[src/rtl/serial_pkg.sv]
// Shared types for the serial transmitter family: FSM states and parity modes.
package serial_pkg;

    typedef enum logic [2:0] {
        Idle,
        Start,
        Data,
        Parity,
        Stop
    } t_serial_tx_state;

    typedef enum logic [1:0] {
        ParityNone,
        ParityEven,
        ParityOdd
    } t_parity;

endpackage

[src/rtl/serial_tx_fifo.sv]
// Synchronous show-ahead word FIFO with wrap-bit pointers; head is valid whenever !empty.
module serial_tx_fifo #(
    parameter int WIDTH = 8,
    parameter int DEPTH = 4
) (
    input  logic                     clk,
    input  logic                     rst,
    input  logic                     push,
    input  logic [WIDTH-1:0]         push_data,
    input  logic                     pop,
    output logic [WIDTH-1:0]         head,
    output logic                     empty,
    output logic                     full,
    output logic [$clog2(DEPTH):0]   level
);

    localparam int AW = $clog2(DEPTH);

    logic [AW:0]      wr_ptr_q, wr_ptr_d;
    logic [AW:0]      rd_ptr_q, rd_ptr_d;
    logic [WIDTH-1:0] mem_q [DEPTH];
    logic             do_push, do_pop;

    // Full/empty come from registered pointers only, so a pop cannot make room for a same-cycle push.
    assign empty   = (wr_ptr_q == rd_ptr_q);
    assign full    = (wr_ptr_q[AW] != rd_ptr_q[AW]) && (wr_ptr_q[AW-1:0] == rd_ptr_q[AW-1:0]);
    assign do_push = push && !full;
    assign do_pop  = pop && !empty;
    assign head    = mem_q[rd_ptr_q[AW-1:0]];
    assign level   = wr_ptr_q - rd_ptr_q;

    always_comb begin
        wr_ptr_d = do_push ? wr_ptr_q + 1'b1 : wr_ptr_q;
        rd_ptr_d = do_pop  ? rd_ptr_q + 1'b1 : rd_ptr_q;
    end

    always_ff @(posedge clk or posedge rst) begin
        if (rst) begin
            wr_ptr_q <= '0;
            rd_ptr_q <= '0;
        end else begin
            wr_ptr_q <= wr_ptr_d;
            rd_ptr_q <= rd_ptr_d;
        end
    end

    always_ff @(posedge clk) begin
        if (do_push) begin
            mem_q[wr_ptr_q[AW-1:0]] <= push_data;
        end
    end

endmodule

[src/rtl/serial_async_tx_buf.sv]
// Buffered UART-style transmitter: FIFO of words streamed back-to-back onto out_serial.
// Parity support is compiled in only when SERIAL_TX_PARITY_EN is defined.
module serial_async_tx_buf
    import serial_pkg::*;
#(
    parameter int BITS          = 8,
    parameter int LOWBIT_FIRST  = 1,
    parameter int MAIN_CLK_HZ   = 50_000_000,
    parameter int SERIAL_CLK_HZ = 9600,
    parameter int STOP_BITS     = 1,
    parameter int PARITY        = 0,
    parameter int FIFO_DEPTH    = 4
) (
    input  logic                          in_clk,
    input  logic                          in_rst,
    input  logic                          in_enable,
    input  logic [BITS-1:0]               in_parallel,
    input  logic                          in_valid,
    output logic                          out_wr_ready,
    output logic                          out_serial,
    output logic                          out_next_word,
    output logic                          out_ready,
    output logic [$clog2(FIFO_DEPTH):0]   out_level
);

    localparam int DIV      = MAIN_CLK_HZ / SERIAL_CLK_HZ;
    localparam int STOP_CYC = STOP_BITS * DIV;
    localparam int CW       = $clog2(STOP_CYC);
    localparam int BW       = $clog2(BITS);
    localparam logic [CW-1:0] BIT_LAST  = CW'(DIV - 1);
    localparam logic [CW-1:0] STOP_LAST = CW'(STOP_CYC - 1);
    localparam logic [BW-1:0] DATA_LAST = BW'(BITS - 1);

    if (DIV < 2 || BITS < 5 || BITS > 16 || (STOP_BITS != 1 && STOP_BITS != 2) ||
        PARITY < 0 || PARITY > 2 || FIFO_DEPTH < 2 || (FIFO_DEPTH & (FIFO_DEPTH - 1)) != 0) begin : g_param_check
        $error("serial_async_tx_buf: illegal parameters (DIV=%0d must be >= 2)", DIV);
    end

`ifdef SERIAL_TX_PARITY_EN
    localparam t_parity PAR_MODE = t_parity'(PARITY);
    localparam bit      PAR_ON   = (PAR_MODE != ParityNone);
    logic par_q, par_d;
`endif

    t_serial_tx_state state_q, state_d;
    logic [CW-1:0]    cnt_q, cnt_d;
    logic [BW-1:0]    bit_q, bit_d;
    logic [BITS-1:0]  shift_q, shift_d;
    logic             serial_q, serial_d;
    logic             next_word_q, next_word_d;
    logic             ready_q, ready_d;

    logic             fifo_pop, fifo_empty, fifo_full;
    logic [BITS-1:0]  fifo_head;
    logic             start_ok, load, data_bit;

    serial_tx_fifo #(
        .WIDTH (BITS),
        .DEPTH (FIFO_DEPTH)
    ) u_fifo (
        .clk       (in_clk),
        .rst       (in_rst),
        .push      (in_valid),
        .push_data (in_parallel),
        .pop       (fifo_pop),
        .head      (fifo_head),
        .empty     (fifo_empty),
        .full      (fifo_full),
        .level     (out_level)
    );

    assign start_ok = !fifo_empty && in_enable;
    assign data_bit = (LOWBIT_FIRST != 0) ? shift_q[0] : shift_q[BITS-1];

    always_comb begin
        state_d     = state_q;
        cnt_d       = cnt_q + 1'b1;
        bit_d       = bit_q;
        shift_d     = shift_q;
        next_word_d = 1'b0;
        load        = 1'b0;
`ifdef SERIAL_TX_PARITY_EN
        par_d       = par_q;
`endif
        case (state_q)
            Idle: begin
                cnt_d = '0;
                load  = start_ok;
            end
            Start: begin
                if (cnt_q == BIT_LAST) begin
                    state_d = Data;
                    cnt_d   = '0;
                    bit_d   = '0;
                end
            end
            Data: begin
                if (cnt_q == BIT_LAST) begin
                    cnt_d   = '0;
                    bit_d   = bit_q + 1'b1;
                    shift_d = (LOWBIT_FIRST != 0) ? (shift_q >> 1) : (shift_q << 1);
                    if (bit_q == DATA_LAST) begin
`ifdef SERIAL_TX_PARITY_EN
                        state_d = PAR_ON ? Parity : Stop;
`else
                        state_d = Stop;
`endif
                    end
                end
            end
`ifdef SERIAL_TX_PARITY_EN
            Parity: begin
                if (cnt_q == BIT_LAST) begin
                    state_d = Stop;
                    cnt_d   = '0;
                end
            end
`endif
            Stop: begin
                if (cnt_q == STOP_LAST) begin
                    next_word_d = 1'b1;
                    cnt_d       = '0;
                    state_d     = Idle;
                    load        = start_ok;
                end
            end
            default: begin
                state_d = Idle;
                cnt_d   = '0;
            end
        endcase

        // Popping straight into Start from Stop is what keeps frames gap-free.
        if (load) begin
            state_d = Start;
            cnt_d   = '0;
            shift_d = fifo_head;
`ifdef SERIAL_TX_PARITY_EN
            par_d   = (^fifo_head) ^ (PAR_MODE == ParityOdd);
`endif
        end
        fifo_pop = load;
    end

    // Line level is registered from the current state, so it trails the FSM by one cycle.
    always_comb begin
        serial_d = 1'b1;
        case (state_q)
            Start:   serial_d = 1'b0;
            Data:    serial_d = data_bit;
`ifdef SERIAL_TX_PARITY_EN
            Parity:  serial_d = par_q;
`endif
            default: serial_d = 1'b1;
        endcase
        ready_d = (state_q == Idle) && fifo_empty && !(in_valid && !fifo_full);
    end

    always_ff @(posedge in_clk or posedge in_rst) begin
        if (in_rst) begin
            state_q     <= Idle;
            cnt_q       <= '0;
            bit_q       <= '0;
            shift_q     <= '0;
            serial_q    <= 1'b1;
            next_word_q <= 1'b0;
            ready_q     <= 1'b1;
`ifdef SERIAL_TX_PARITY_EN
            par_q       <= 1'b0;
`endif
        end else begin
            state_q     <= state_d;
            cnt_q       <= cnt_d;
            bit_q       <= bit_d;
            shift_q     <= shift_d;
            serial_q    <= serial_d;
            next_word_q <= next_word_d;
            ready_q     <= ready_d;
`ifdef SERIAL_TX_PARITY_EN
            par_q       <= par_d;
`endif
        end
    end

    assign out_serial    = serial_q;
    assign out_next_word = next_word_q;
    assign out_ready     = ready_q;
    assign out_wr_ready  = !fifo_full;

endmodule

[config.mk]
export PLATFORM = sky130hd
export DESIGN_NAME = serial_async_tx_buf
export DESIGN_NICKNAME = d
export VERILOG_FILES = /design/src/rtl/serial_pkg.sv /design/src/rtl/serial_tx_fifo.sv /design/src/rtl/serial_async_tx_buf.sv
export SDC_FILE = /design/constraint.sdc
export NUM_CORES = 1
export LEC_CHECK = 0
export CORE_AREA = 8 8 87 89
export CTS_CLUSTER_SIZE = 14
export DETAILED_ROUTE_END_ITERATION = 6
export DIE_AREA = 0 0 95 97
export HOLD_SLACK_MARGIN = 0.06
export PLACE_DENSITY = 0.73
export SLEW_MARGIN = 20
export SYNTH_ARGS = -nofsm -noshare
export SYNTH_HDL_FRONTEND = slang
export SYNTH_SLANG_ARGS = --single-unit
[constraint.sdc]
create_clock -name in_clk -period 2.1 [get_ports in_clk]
set_input_delay 0.525 -clock in_clk [delete_from_list [all_inputs] [get_ports in_clk]]
set_output_delay 0.525 -clock in_clk [all_outputs]
set_load 0.02 [all_outputs]
==> flow_summary_export.csv, run 1 <==
group,metric,value,unit
clock_tree,htree_num_levels,3,
critical_path,critPathCaptureType,"primary output",
clock_tree,worstSkewPairLatency,350,ps
critical_path,max_stage_delay,520,ps
sta,holdWs,451,ps
global_routing,grt_pass1_wl,9650,um
die,design.core.area,6200,um2
sta,clock.fmax,464,MHz
critical_path,crit_top_cell,"inv_2",
sta,fin_crit_sh,103,%
yosys,ys.flop_type,"dfrtp_1",
hold_path,whs_endpoint,"cnt_q[0]",
yosys,synth_cell_types,48,
layout,diodes,0,
clock_tree,cts.clk_slew.worst_paths,80,ps
sta,finalHoldViolCount,0,
layout,drive_gt1_share,28.8,%
die,io_pins,19,
critical_path,r2r_slack,170,ps
yosys,async_reset_ff_share,52.9,%
die,dieArea,9220,um2
die,num_rows,29,
layout,layout-area-overhead-vs-synth,20.4,%
die,initial_core_util,50.9,%
critical_path,arrival,1630,ps
yosys,syn_nets,247,
critical_path,path_cells,"inv_2, ha_4, fa_2, inv_2, buf_6",
placement,place.gp.congestion,0.802,
layout,ff_latch_area,1860,um2
sta,rsz0062_at_grt,"true",
global_routing,globalRouteTotalUtil,13.7,%
power_and_ir_drop,power.density,1120,nW/um2
route,drtIter0Drc,88,
route,drt-vias-per-instance,5.35,
yosys,seq_area_frac_synth,59.0,%
layout,fillers,496,
sta,maxSlewHeadroom,69.2,%
layout,multiInputGateArea,1240,um2
yosys,syn-cell-area,3160,um2
die,dieWidth,95,um
sta,tightest_slew,462,ps
hold_path,min_path_cells,1,
critical_path,cp-start-kind,"flip-flop",
sta,finalMaxSlewViolations,0,
power_and_ir_drop,peakVddDrop,0.000792,V
sta,fin_crit,2160,ps
clock_tree,cts.sinks,68,
route,vias,1901,
global_routing,grt_overflow,0,
sta,final.setup.worst_slack,-55.1,ps
critical_path,required,1570,ps
critical_path,path_max_fanout,2,
global_routing,grt_max_degree,37,
yosys,syn-instance-count,224,
sta,setup_tns,-87.5,ps
global_routing,antenna_found_initial,0,
layout,final_nets,296,
critical_path,reg2reg_depth,7,
outcome,violations,"setup timing",
layout,final_core_util,61.3,%
critical_path,crit_slowest_cell,"fa_2",
power_and_ir_drop,p_leak,1.56,nW
route,drcViolationCount,0,
yosys,synth_edf_count,32,
yosys,syn_area_per_cell,14.1,um2
critical_path,rr_startpoint,"u_fifo.wr_ptr_q[1]",
route,routedWlPerCell,15.9,um
clock_tree,cts-root-buf,"clkbuf_8",
route,firstDrtPassIters,4,
clock_tree,cts_buffers,9,
yosys,ys.warnings.count,0,
die,die_h,97,um
sta,clock_skew,5.34,ps
yosys,synth_seq_cells,68,
clock_tree,cts.hold.buffers_added,0,
route,ant_nets,0,
clock_tree,cts_tree,"done",
placement,io_buffers,18,
hold_path,min-delay-start,"cnt_q[0]",
critical_path,r2r-end,"u_fifo.mem_q[3][3]",
route,wirelength,5640,um
critical_path,worstSetupPathType,"flip-flop to primary output",
job,maxCapViolCount,0,
outcome,status,"complete, but fails checks",
sta,setup_viol,2,
hold_path,hp-class,"flip-flop to flip-flop",
global_routing,grt_pass1_vias,2036,
clock_tree,ctsLongestPathBuffers,2,
placement,dp_hpwl,3860,um
-- repair_timing --
action | 4_1_cts | 5_1_grt
endpoints found under the hold margin | 0 | 0
buffers inserted | 1 | 2
setup endpoints to repair | 4 | 13
pin swaps | 1 | 2
resized for setup | 18 | 5
-- flip-flops by register name (all words and copies together) (netlist names) --
register / count
u_fifo.mem_q: 32
cnt_q: 13
shift_q: 8
bit_q: 3
state_q: 3
u_fifo.rd_ptr_q: 3
u_fifo.wr_ptr_q: 3
out_next_word: 1
out_ready: 1
out_serial: 1
-- worst max-delay path: cells and delay by family, from the launching register on --
kind / cells / cell delay, ps
adders and majority gates: 2 / 680
DFF: 1 / 380
buffers and inverters: 3 / 230
-- synthesized netlist by cell type (all sizes together), types with 2 or more instances --
library cell,n,area [um2]
buf,2,16.3
or2,2,12.5
nor2b,3,18.8
a21oi,5,25.0
clkbuf,4,15.0
xor2,8,70.1
and3,4,25.0
dfrtp,34,851
nor3,3,15.0
o21ai,5,25.0
nor2,14,52.6
nor3b,2,15.0
nand3,7,35.0
mux2,13,173
edfxtp,32,961
ha,10,125
nand2,9,33.8
or3,2,12.5
inv,9,33.8
o211ai,2,15.0
dfstp,2,52.6
a221o,3,30.0
and2,7,43.8
nand4,7,50.1
nor4b,2,38.8
xnor2,9,78.8
mux4,8,180
-- worst max-delay path by stage --
stage / startpoint / slack [ps] / endpoint
floorplan: u_fifo.rd_ptr_q[1] / 10 / shift_q[0]
global placement: u_fifo.rd_ptr_q[0] / -130 / out_level[2]
detailed placement: u_fifo.wr_ptr_q[0] / -180 / out_level[2]
CTS: u_fifo.rd_ptr_q[0] / -80 / out_level[2]
global route: u_fifo.wr_ptr_q[0] / -120 / out_level[1]
finish: u_fifo.wr_ptr_q[0] / -60 / out_level[1]
-- metrics by stage --
step           cells  cell area [um2]  power (mW)  setup WS [ps]
2_1_floorplan    224             3160        2.66           12.5
3_3_place_gp     336             3590        3.20           -133
3_5_place_dp     336             3590        3.26           -179
4_1_cts          353             3780        4.26          -80.3
5_1_grt          355             3800        4.54           -121
6_report         355             3800        4.26          -55.1
-- report_power, final --
group          switching, mW  internal [mW]
clock                  0.536          0.443
sequential             0.141           1.69
combinational          0.712          0.746
-- layout by cell type, fill, tap and decap left out, types with 7 or more instances in the layout --
master,instances
and2_1,7
buf_4,26
clkbuf_8,9
clkdlybuf4s50_1,14
dfrtp_1,34
edfxtp_1,32
ha_1,9
inv_1,7
mux2_4,7
mux4_2,8
nand2_1,9
nand3_1,7
nor2_1,14
xnor2_1,9
xor2_1,8
-- logic make-up (layout without fill, tap and decap cells) --
kind of cell / count (synthesis) / count (layout) / synth area share [%]
flops: 68 / 68 / 59.0
xor+xnor: 17 / 17 / 4.71
buf+inv: 15 / 69 / 2.06
compound gates: 22 / 22 / 5.03
mux: 22 / 22 / 11.5
fa+ha+maj: 11 / 11 / 4.60
simple gates: 69 / 69 / 13.1
-- layout make-up --
type / instances / share of cell area (%)
repair buffers: 44 / 10.0
flip-flops and latches: 68 / 49.0
multi-input cells: 141 / 32.7
inverters: 9 / 0.889
clock inverters: 7 / 1.55
clock buffers: 9 / 3.26
well taps: 77 / 2.53
-- per-layer routing --
metal / vias up / share of wire, % / routed length [um] / GRT usage [%]
met2: 28 / 52 / 2920 / 22.2
met3: 8 / 4.1 / 233 / 5.56
met4: 0 / 1.6 / 88 / 5.29
li1: 927 / - / - / -
met1: 938 / 42 / 2400 / 15.5
met5: - / 0 / 0 / 0
Power figures use the tool's default switching activity.
==> run 2: changes to the inputs <==
CORE_AREA = 8 8 85 87   (was 8 8 87 89)
DIE_AREA = 0 0 93 95   (was 0 0 95 97)
DONT_BUFFER_PORTS = 1   (was default)
PLACE_DENSITY = 0.72   (was 0.73)
==> flow_summary_export.csv, run 2 (synthesis results as in run 1) <==
group,metric,value,unit
outcome,status,"complete, but fails checks",
outcome,violations,"setup timing",
global_routing,antenna_found_initial,0,
route,drt-vias-per-instance,5.56,
global_routing,globalRouteTotalUtil,14.0,%
sta,final.setup.worst_slack,-14.4,ps
die,initial_core_util,54.3,%
die,dieWidth,93,um
layout,ff_latch_area,1860,um2
clock_tree,cts_tree,"done",
global_routing,grt_pass1_vias,1939,
route,wirelength,5470,um
global_routing,grt_max_degree,37,
layout,final_nets,273,
job,maxCapViolCount,0,
sta,clock_skew,4.73,ps
placement,dp_hpwl,3750,um
layout,largest_register_ffs,32,
layout,diodes,0,
clock_tree,cts.clk_slew.worst_paths,70,ps
critical_path,path_max_fanout,2,
critical_path,arrival,1590,ps
clock_tree,cts-root-buf,"clkbuf_8",
critical_path,max_stage_delay,410,ps
route,vias,1834,
route,ant_nets,0,
power_and_ir_drop,power.density,1120,nW/um2
hold_path,hp-class,"input port to async pin",
critical_path,crit_slowest_cell,"dfrtp_1",
clock_tree,cts.sinks,68,
sta,fin_crit,2110,ps
route,drcViolationCount,0,
critical_path,cp-start-kind,"flip-flop",
power_and_ir_drop,peakVddDrop,0.000844,V
sta,tightest_slew,464,ps
layout,multiInputGateArea,1230,um2
sta,setup_viol,1,
critical_path,r2r-end,"shift_q[0]",
sta,fin_crit_sh,101,%
route,drtIter0Drc,104,
power_and_ir_drop,p_leak,1.46,nW
sta,clock.fmax,473,MHz
global_routing,grt_pass1_wl,9290,um
critical_path,crit_buf_inv,1,
sta,finalMaxSlewViolations,0,
sta,finalHoldViolCount,0,
layout,layout-area-overhead-vs-synth,13.3,%
die,dieArea,8840,um2
global_routing,grt_overflow,0,
critical_path,required,1570,ps
layout,mostFrequentLayoutCells,"dfrtp_1, edfxtp_1, buf_4",
die,num_rows,28,
critical_path,r2r_slack,190,ps
layout,fillers,464,
layout,design_area,3580,um2
route,firstDrtPassIters,4,
critical_path,path_cells,"ha_2, fa_2, xnor2_1, buf_4",
layout,layout_commonest_cell,"dfrtp_1",
critical_path,rr_startpoint,"cnt_q[9]",
placement,io_buffers,0,
sta,rsz0062_at_grt,"true",
clock_tree,htree_num_levels,3,
route,routedWlPerCell,16.6,um
power_and_ir_drop,power.total,4.02,mW
placement,placed_area,3350,um2
die,io_pins,19,
clock_tree,cts_buffers,9,
critical_path,path_delay_family,"adder cells",
clock_tree,ctsLongestPathBuffers,2,
critical_path,worstSetupPathType,"flip-flop to primary output",
die,design.core.area,5820,um2
critical_path,critPathCaptureType,"primary output",
critical_path,reg2reg_depth,4,
sta,maxSlewHeadroom,69.1,%
layout,final_core_util,61.5,%
clock_tree,worstSkewPairLatency,340,ps
layout,drive_gt1_share,27.8,%
placement,place.gp.congestion,0.759,
die,die_h,95,um
[run 2: cell count changes in the layout (fill, tap and decap cells not counted)]
cell             change
ha_2                 +1
buf_4                -7
dlygate4sd2_1        -1
inv_6                -2
clkbuf_1             +1
buf_2                -1
ha_4                 -1
clkinv_4             +1
clkdlybuf4s50_1     -14
[run 2: repair_timing]
item	in CTS	in global routing
hold buffers	0	0
resized for setup	5	1
hold endpoints to repair	0	0
buffers inserted	2	3
setup endpoints to repair	2	9
pin swaps	1	1
gates cloned	0	0
[run 2: worst max-delay path by stage]
stage | from | end | slack, ps | depth (start not counted)
after global placement | u_fifo.wr_ptr_q[0] | shift_q[5] | 120 | 6
final | u_fifo.rd_ptr_q[0] | out_level[2] | -10 | 4
after floorplan | u_fifo.rd_ptr_q[1] | shift_q[0] | 10 | 8
after global routing | u_fifo.rd_ptr_q[0] | out_level[2] | -90 | 4
after CTS | u_fifo.wr_ptr_q[0] | out_level[2] | -10 | 5
after detailed placement | u_fifo.wr_ptr_q[0] | shift_q[0] | 40 | 6
[run 2: layout make-up]
cell class / instances / area share, %
multi-input cells: 141 / 34.5
clock buffers: 10 / 3.57
inverters: 9 / 0.944
clock inverters: 6 / 1.40
flip-flops and latches: 68 / 52.1
well taps: 75 / 2.62
repair buffers: 21 / 4.86
[run 2: worst reg2reg max path: cells and delay by family (launching register included)]
family | cells | cell delay (ps)
AO/OA/AOI/OAI | 1 | 160
flip-flops | 1 | 470
multiplexers | 1 | 340
AND/OR/NAND/NOR | 2 | 830
[run 2: report_power, final]
group	switching [mW]	internal (mW)	total [mW]
Clock	0.513	0.438	0.951
Sequential	0.160	1.69	1.85
Combinational	0.632	0.589	1.22
Total	1.31	2.71	4.02
[run 2: routing by layer]
layer,vias up,part of all wire (%),track usage (%)
li1,883,-,-
met5,-,0,0
met1,907,42,15.0
met2,37,51,24.2
met3,7,5.4,6.19
met4,0,1.3,4.83
[run 2: metrics by stage]
step	instances	setup TNS, ps	worst slack (ps)	hold slack, ps
floorplan	224	0	12.5	419
global placement	309	0	123	435
detailed placement	309	0	44.4	461
CTS	327	-11.9	-11.9	173
global route	330	-100	-85.9	199
finish	330	-14.4	-14.4	168
